$ cat src/rtl/ballot_capture.sv
`default_nettype none
// ============================================================================
// Module   : ballot_capture
// Brief    : Voter front end. Qualifies a stable one-hot selection on CAST and
//            emits one single-cycle one-hot vote per accepted ballot.
// Revision : 1.0 - initial release
// ============================================================================
module ballot_capture #(
    parameter int N_CAND        = 8,
    parameter int MAX_VOTES     = 9,
    parameter int STABLE_CYCLES = 3,
    localparam int CNT_W        = $clog2(MAX_VOTES + 1),
    localparam int STAB_W       = $clog2(STABLE_CYCLES + 1)
) (
    input  logic              clk,
    input  logic              rst,
    input  logic              start,
    input  logic [N_CAND-1:0] btn,
    input  logic              cast,
    output logic [N_CAND-1:0] data,
    output logic              vote_valid,
    output logic              reject,
    output logic [CNT_W-1:0]  vote_cnt,
    output logic              active,
    output logic              done
);

    localparam logic [STAB_W-1:0] c_stab_max  = STAB_W'(STABLE_CYCLES);
    localparam logic [CNT_W-1:0]  c_max_votes = CNT_W'(MAX_VOTES);

    typedef enum logic [1:0] {
        IDLE    = 2'd0,
        SELECT  = 2'd1,
        RELEASE = 2'd2,
        DONE    = 2'd3
    } state_t;

    state_t              r_state;
    state_t              w_state_nxt;
    logic [N_CAND-1:0]   r_btn_q;
    logic [STAB_W-1:0]   r_stab_cnt;
    logic [N_CAND-1:0]   w_data_nxt;
    logic                w_valid_nxt;
    logic                w_reject_nxt;
    logic [CNT_W-1:0]    w_cnt_nxt;
    logic                w_onehot;
    logic                w_qualified;
    logic                w_enter_select;

    assign w_onehot    = (r_btn_q != '0) && ((r_btn_q & (r_btn_q - N_CAND'(1))) == '0);
    assign w_qualified = (btn == r_btn_q) && (r_stab_cnt == c_stab_max) && w_onehot;
    assign w_enter_select = (w_state_nxt == SELECT) && (r_state != SELECT);

    always_ff @(posedge clk or posedge rst) begin
        if (rst) begin
            r_state <= IDLE;
        end else begin
            r_state <= w_state_nxt;
        end
    end

    always_comb begin
        w_state_nxt  = r_state;
        w_data_nxt   = '0;
        w_valid_nxt  = 1'b0;
        w_reject_nxt = 1'b0;
        w_cnt_nxt    = vote_cnt;
        case (r_state)
            IDLE: begin
                if (start) begin
                    w_state_nxt = SELECT;
                    w_cnt_nxt   = '0;
                end
            end
            SELECT: begin
                if (cast) begin
                    if (w_qualified) begin
                        w_data_nxt  = r_btn_q;
                        w_valid_nxt = 1'b1;
                        w_cnt_nxt   = vote_cnt + CNT_W'(1);
                        w_state_nxt = (w_cnt_nxt == c_max_votes) ? DONE : RELEASE;
                    end else begin
                        w_reject_nxt = 1'b1;
                    end
                end
            end
            RELEASE: begin
                // Voter must let go of everything before another ballot is possible.
                if ((btn == '0) && !cast) begin
                    w_state_nxt = SELECT;
                end
            end
            DONE: begin
                if (start) begin
                    w_state_nxt = SELECT;
                    w_cnt_nxt   = '0;
                end
            end
            default: w_state_nxt = IDLE;
        endcase
    end

    always_ff @(posedge clk or posedge rst) begin
        if (rst) begin
            r_btn_q    <= '0;
            r_stab_cnt <= '0;
        end else begin
            r_btn_q <= btn;
            if (w_enter_select || (btn != r_btn_q)) begin
                r_stab_cnt <= '0;
            end else if (r_stab_cnt != c_stab_max) begin
                r_stab_cnt <= r_stab_cnt + STAB_W'(1);
            end
        end
    end

    always_ff @(posedge clk or posedge rst) begin
        if (rst) begin
            data       <= '0;
            vote_valid <= 1'b0;
            reject     <= 1'b0;
            vote_cnt   <= '0;
            active     <= 1'b0;
            done       <= 1'b0;
        end else begin
            data       <= w_data_nxt;
            vote_valid <= w_valid_nxt;
            reject     <= w_reject_nxt;
            vote_cnt   <= w_cnt_nxt;
            active     <= (w_state_nxt == SELECT) || (w_state_nxt == RELEASE);
            done       <= (w_state_nxt == DONE);
        end
    end

endmodule
`default_nettype wire

$ cat config.mk
export PLATFORM = sky130hd
export DESIGN_NAME = ballot_capture
export DESIGN_NICKNAME = d
export VERILOG_FILES = /design/src/rtl/ballot_capture.sv
export SDC_FILE = /design/constraint.sdc
export NUM_CORES = 1
export LEC_CHECK = 0
export CAP_MARGIN = 20
export CORE_MARGIN = 8
export CORE_UTILIZATION = 29
export DETAILED_ROUTE_END_ITERATION = 10
export MAX_ROUTING_LAYER = met4
export PLACE_DENSITY = 0.58
export SLEW_MARGIN = 20
export SYNTH_ARGS = -nofsm -noshare
export SYNTH_HDL_FRONTEND = slang
export SYNTH_SLANG_ARGS = --single-unit
$ cat constraint.sdc
create_clock -name clk -period 2.9 [get_ports clk]
set_input_delay 0.725 -clock clk [delete_from_list [all_inputs] [get_ports clk]]
set_output_delay 0.725 -clock clk [all_outputs]
set_load 0.05 [all_outputs]
==> results.txt <==
status: complete, no violations
Multi-input gate area: 716 sq um
I/O Buffers: 27
die width: 86.3 um
DRT antenna net count: 0
CP Max Fanout: 3
Area Growth Syn to Fin: 38.1%
sequential power share: 41.5%
CTS max path bufs: 2
via/cell ratio: 4.76
Setup TNS: 0 ns
synthesized cell area: 1430 sq um
Cell Pwr Density: 530 nW/um^2
clk sinks: 28
vias in the first global route: 1,185
RSZ-0062 raised after global routing: no
iteration count of the initial detailed-routing pass: 4
WL/cell: 14.1 um
Area contributors post-synth: dfrtp_1 (49%), ha_1 (6.1%), xor2_1 (6.1%)
ratio of final minimum period to clock period: 93.8%
crit-path cells: clkdlybuf4s50_1, xor2_1, nor4_2, buf_4, nand4_1, o31a_2, o22a_1, ha_1, nand2b_1, nand3_1, nor2_1
Final #Nets: 190
area leader, netlist: dfrtp_1
Largest stage delay, worst path: 0.44 ns
worst-skew pair later-pin latency: 0.28 ns
simple-gate share of the synthesized area: 18.9%
mux contribution to synthesized area: 0.699%
Clock Pin Slew Worst Setup and Hold Paths: 0.09 ns
grt total ovfl: 0
Mapped Cells: 127
max-cap violations: 0
DRC violations left: 0
n_diodes: 0
synth warn: 0
share of layout cells above drive strength 1: 20.6%
Overall Global Routing Usage: 9.82%
# rows: 25
CTS buffer count: 3
final hold violation count: 0
WS Path Type: primary input to flip-flop
main combinational cell family by area after synthesis: simple AND/OR/NAND/NOR gates
WHS Path Cells: 2
Core ar.: 4750 sq um
antenna violations before repair: 0
Power, Total: 1050 uW
Sw Ratio: 30.5%
Core Util, Final: 41.6%
Via Count: 1,129
post-CTS setup buffers: 0
IO Count: 28
flops & latches, synth: 28
Max Clk Rate: 367 MHz
peak supply drop: 0.222 mV
largest net degree at the start of global routing: 29
Pint: 729 uW
final slew viol count: 0
Die ar.: 7450 sq um
FILL cells: 471
Sw Pwr: 320 uW
Avg Inst Size Synth: 11.3 sq um
Worst Path Arrival: 2.93 ns
initial drt markers: 35
Post-synth EDFFs: 0
combinational fraction of design power: 28.9%
Die Ht: 86.3 um
CTS tree: done
Initial Utilization: 30.1%
xor and xnor area share after synthesis: 6.11%
Synth cell types: 43
Synth Area in Compound Gates: 16.9%
slowest CP cell: clkdlybuf4s50_1
Slew HR: 65.1%
Leakage: 0.000845 uW
endpoints failing setup: 0
Crit. End Element: flip-flop
H-tree depth: 1
Tightest Pin Transition: 0.518 ns
Mapped Nets: 146
clock skew: 0.00558 ns
min-delay worst type: flip-flop to flip-flop
FF/Latch Area: 701 sq um
first-pass GRT wire length: 5.71 mm
clock share of power: 29.6%
share of the synthesized area in the top cell type: 48.9%
HPWL Detailed: 2.55 mm
Async SR Flop Fraction: 100%
Post-Synth Adder-Cell Area: 6.11%
Detailed Route WL: 3.34 mm
nature of the critical path startpoint: primary input
R2R depth: 9
required time of the critical path: 3.11 ns
Final GP Congestion: 0.863
Tmin final: 2.72 ns
post-synthesis sequential area ratio: 48.9%
clock tree root driver cell: clkbuf_8
Main synth FF type: dfrtp_1
[metrics by stage]
step / hold slack [ns] / cells / cell area (sq um) / worst slack (ns)
finish: 0.554 / 237 / 1980 / 0.179
global route: 0.595 / 237 / 1980 / 0.00875
CTS: 0.562 / 237 / 1950 / 0.0928
detailed placement: 0.535 / 233 / 1880 / -0.177
global placement: 0.507 / 233 / 1880 / -0.109
floorplan: 0.493 / 127 / 1430 / 0.375
[repair_timing]
item                                    4_1_cts  5_1_grt
resized for setup                             0        5
endpoints found under the setup margin        0        2
hold buffers                                  0        0
[critical path: cells and delay by family]
family	cells	cell delay [ns]
simple gates	5	0.71
fa+ha+maj	1	0.19
compound gates	2	0.51
buf+inv	2	0.61
xor+xnor	1	0.18
[per-layer routing]
metal  routed length, um  track usage [%]  up-vias
met4                  29             2.03        0
met2                1580             15.4       28
met3                 185             3.12        5
met1                1540             12.1      544
li1                    -                -      552
met5                   0                -        -
[layout make-up]
| cell class | count | share of cell area (%) |
|---|---|---|
| tap | 67 | 4.24 |
| inverter | 7 | 1.33 |
| clock inverter | 1 | 1.52 |
| timing repair buffer | 41 | 19.2 |
| clock buffer | 3 | 2.09 |
| sequential | 28 | 35.4 |
| multi-input combinational | 90 | 36.2 |
[final timing paths]
path,startpoint,end,slack [ns]
max,btn[3],r_stab_cnt[1],0.18
min,r_stab_cnt[0],r_stab_cnt[0],0.55
max reg2reg,r_btn_q[5],r_stab_cnt[1],0.32
min reg2reg,r_stab_cnt[0],r_stab_cnt[0],0.55
max in group asynchronous,rst,r_stab_cnt[0],1.82
min in group asynchronous,rst,data[3],0.81
[sequential cells by signal, indices dropped and copies added (netlist names)]
| register | cells |
|---|---|
| active | 1 |
| vote_cnt | 4 |
| data | 8 |
| vote_valid | 1 |
| reject | 1 |
| r_state | 2 |
| r_stab_cnt | 2 |
| done | 1 |
| r_btn_q | 8 |
[cells by family (layout without fill, tap and decap cells)]
family,Yosys count,after routing
compound gates,29,29
xor+xnor,10,10
fa+ha+maj,7,7
buf+inv,9,52
flops,28,28
mux,1,1
simple gates,43,43
[power groups by stage]
stage | registers [uW] | logic, uW | clock network, uW
6_report | 435 | 303 | 311
5_1_grt | 441 | 332 | 338
4_1_cts | 436 | 305 | 322
3_5_place_dp | 444 | 303 | 0
3_3_place_gp | 443 | 298 | 0
2_1_floorplan | 479 | 154 | 0
[cells in the mapped netlist (all sizes together) (2+ instances only)]
| cell type | n |
|---|---|
| and2 | 11 |
| nor2 | 6 |
| a21oi | 2 |
| xor2 | 10 |
| o21ai | 7 |
| inv | 7 |
| o211ai | 3 |
| nand2b | 2 |
| a211o | 2 |
| nor2b | 2 |
| nor4 | 4 |
| nand2 | 3 |
| nand3 | 3 |
| o32ai | 2 |
| o41ai | 3 |
| o31ai | 3 |
| dfrtp | 28 |
| ha | 7 |
| or4 | 4 |
[cell usage in the layout (no fill, tap or decap), drive strengths merged, types with 2 or more instances in the layout]
master	instances
a211o	2
a21oi	2
and2	11
buf	14
clkbuf	3
clkdlybuf4s50	25
dfrtp	28
dlymetal6s2s	2
ha	7
inv	7
nand2	3
nand2b	2
nand3	3
nor2	6
nor2b	2
nor4	4
o211ai	3
o21ai	7
o31ai	3
o32ai	2
o41ai	3
or4	4
xor2	10
Note: power is estimated with default switching activity, not from simulation.
==> RTL change, RTL diff (config.mk and constraints unchanged) <==
`STABLE_CYCLES`: 3 -> 5.
--- a/src/rtl/ballot_capture.sv
+++ b/src/rtl/ballot_capture.sv
@@ -10,3 +10,3 @@
     parameter int MAX_VOTES     = 9,
-    parameter int STABLE_CYCLES = 3,
+    parameter int STABLE_CYCLES = 5,
     localparam int CNT_W        = $clog2(MAX_VOTES + 1),
Check against the original RTL: not equivalent (a bounded check fails within 10 cycles, from zero or initial values and one cycle with rst high).
==> RTL change against the original RTL <==
  * Final area rose by 7.5%
  * Worst setup slack improved by 0.044 ns
  * Clock skew barely moved
  * Area after synthesis rose by 7.7%
  * Sequential cell count rose by 1
  * Hold slack improved by 0.033 ns
  * Core utilization barely moved
  * Sequential share of layout area fell by 1.3 points
  * Routed wire length rose by 2.6%
Power is not compared: it rests on default switching activity, and its combinational part moved more than twofold at a synthesized area within 25%.
==> RTL change: results (changes against the original RTL) <==
Place
  • Dpl ws: -0.245 ns (was -0.177 ns)
  • Placed inst area: 1990 um2 (was 1880 um2)
  • GP Congestion: 0.814 (was 0.863)

Logic synthesis
  • Syn Nets: 170 (was 146)
  • Yosys cell types: 42 (was 43)
  • Post-synth top area share: 47.0% (was 48.9%)
  • Dominant cells by area after synthesis: dfrtp_1 47%, ha_1 6.5%, xor2_1 4.5%, and2_1 4.5%, o211ai_1 4.4% (was dfrtp_1 49%, ha_1 6.1%, xor2_1 6.1%, and2_1 4.4%, o21ai_0 2.4%)
  • Sequential-to-total area share from yosys stat: 47.0% (was 48.9%)

Routing
  • Via density per instance: 4.73 (was 4.76)
  • WL met1: 1.52 mm (was 1.54 mm)
  • Metal2 WL: 1.65 mm (was 1.58 mm)
  • Initial drt markers: 73 (was 35)
  • Met3 WL post-DR: 209 um (was 185 um)
  • Total wire length: 3.43 mm (was 3.34 mm)

GRT
  • Met3 usage: 3.22% (was 3.12%)
  • Vias in the first global route: 1263 (was 1185)
  • Total GRT Usage: 9.78% (was 9.82%)
  • M1 GR Usage: 11.1% (was 12.1%)
  • Met2 layer usage reported by global route: 15.5% (was 15.4%)
  • First-pass GRT wire length: 5.81 mm (was 5.71 mm)

Setup path
  • R2r startpoint: r_btn_q[0] (was r_btn_q[5])
  • CP delay by family, top: buffers and inverters (was simple AND/OR/NAND/NOR gates)
  • Crit path DAT: 2.86 ns (was 2.93 ns)
  • RR Endpoint: r_stab_cnt[2] (was r_stab_cnt[1])
  • Flop2flop setup slack: 0.45 ns (was 0.32 ns)

Min path
  • Hold path cells: 1 (was 2)
  • Hold path start: r_state[1] (was r_stab_cnt[0])

Final layout
  • Nets: 215 (was 190)
  • Fill count: 507 (was 471)
  • Layout cell share with drive strength beyond 1: 17.9% (was 20.6%)

Timing
  • Minimum clock period: 2.68 ns (was 2.72 ns)
  • Final Skew: 0.00561 ns (was 0.00558 ns)
  • Slew HR: 62.4% (was 65.1%)

Clock tree
  • CTS buffer count: 5 (was 3)
  • Clock slew at reported path FFs: 0.06 ns (was 0.09 ns)

Outcome
  • Status: completed (unchanged)

Power
  • Seq pwr share: 44.6%
[RTL change: cells by family after synthesis]
kind of cell             count (synthesis)  share of synthesized area, %
AND/OR/NAND/NOR                         57                          20.4
flip-flops                              29                          47.0
adder cells (fa/ha/maj)                  8                          6.49
AO/OA/AOI/OAI                           34                          17.0
buffers and inverters                   12                          3.41
XOR/XNOR                                10                          5.68
[RTL change: layout make-up]
cell class / instances / share of cell area [%]
clock buffer: 7 / 4.06
clock inverter: 1 / 1.41
sequential: 29 / 34.1
multi-input combinational: 109 / 37.0
inverter: 9 / 1.59
tap: 70 / 4.12
timing repair buffer: 41 / 17.7
[RTL change: what timing repair did]
item	CTS	global route
gates resized for setup	0	4
setup endpoints to repair	0	3
hold buffers	0	0
[RTL change: per-stage QoR]
step	std cells	hold WS (ns)	util (%)	TNS [ns]
after floorplan	150	0.536	-	0
after global placement	258	0.573	38.9	-0.542
after detailed placement	258	0.575	38.9	-0.709
after CTS	266	0.587	41.2	0
after global routing	266	0.615	41.6	0
final	266	0.586	41.6	0
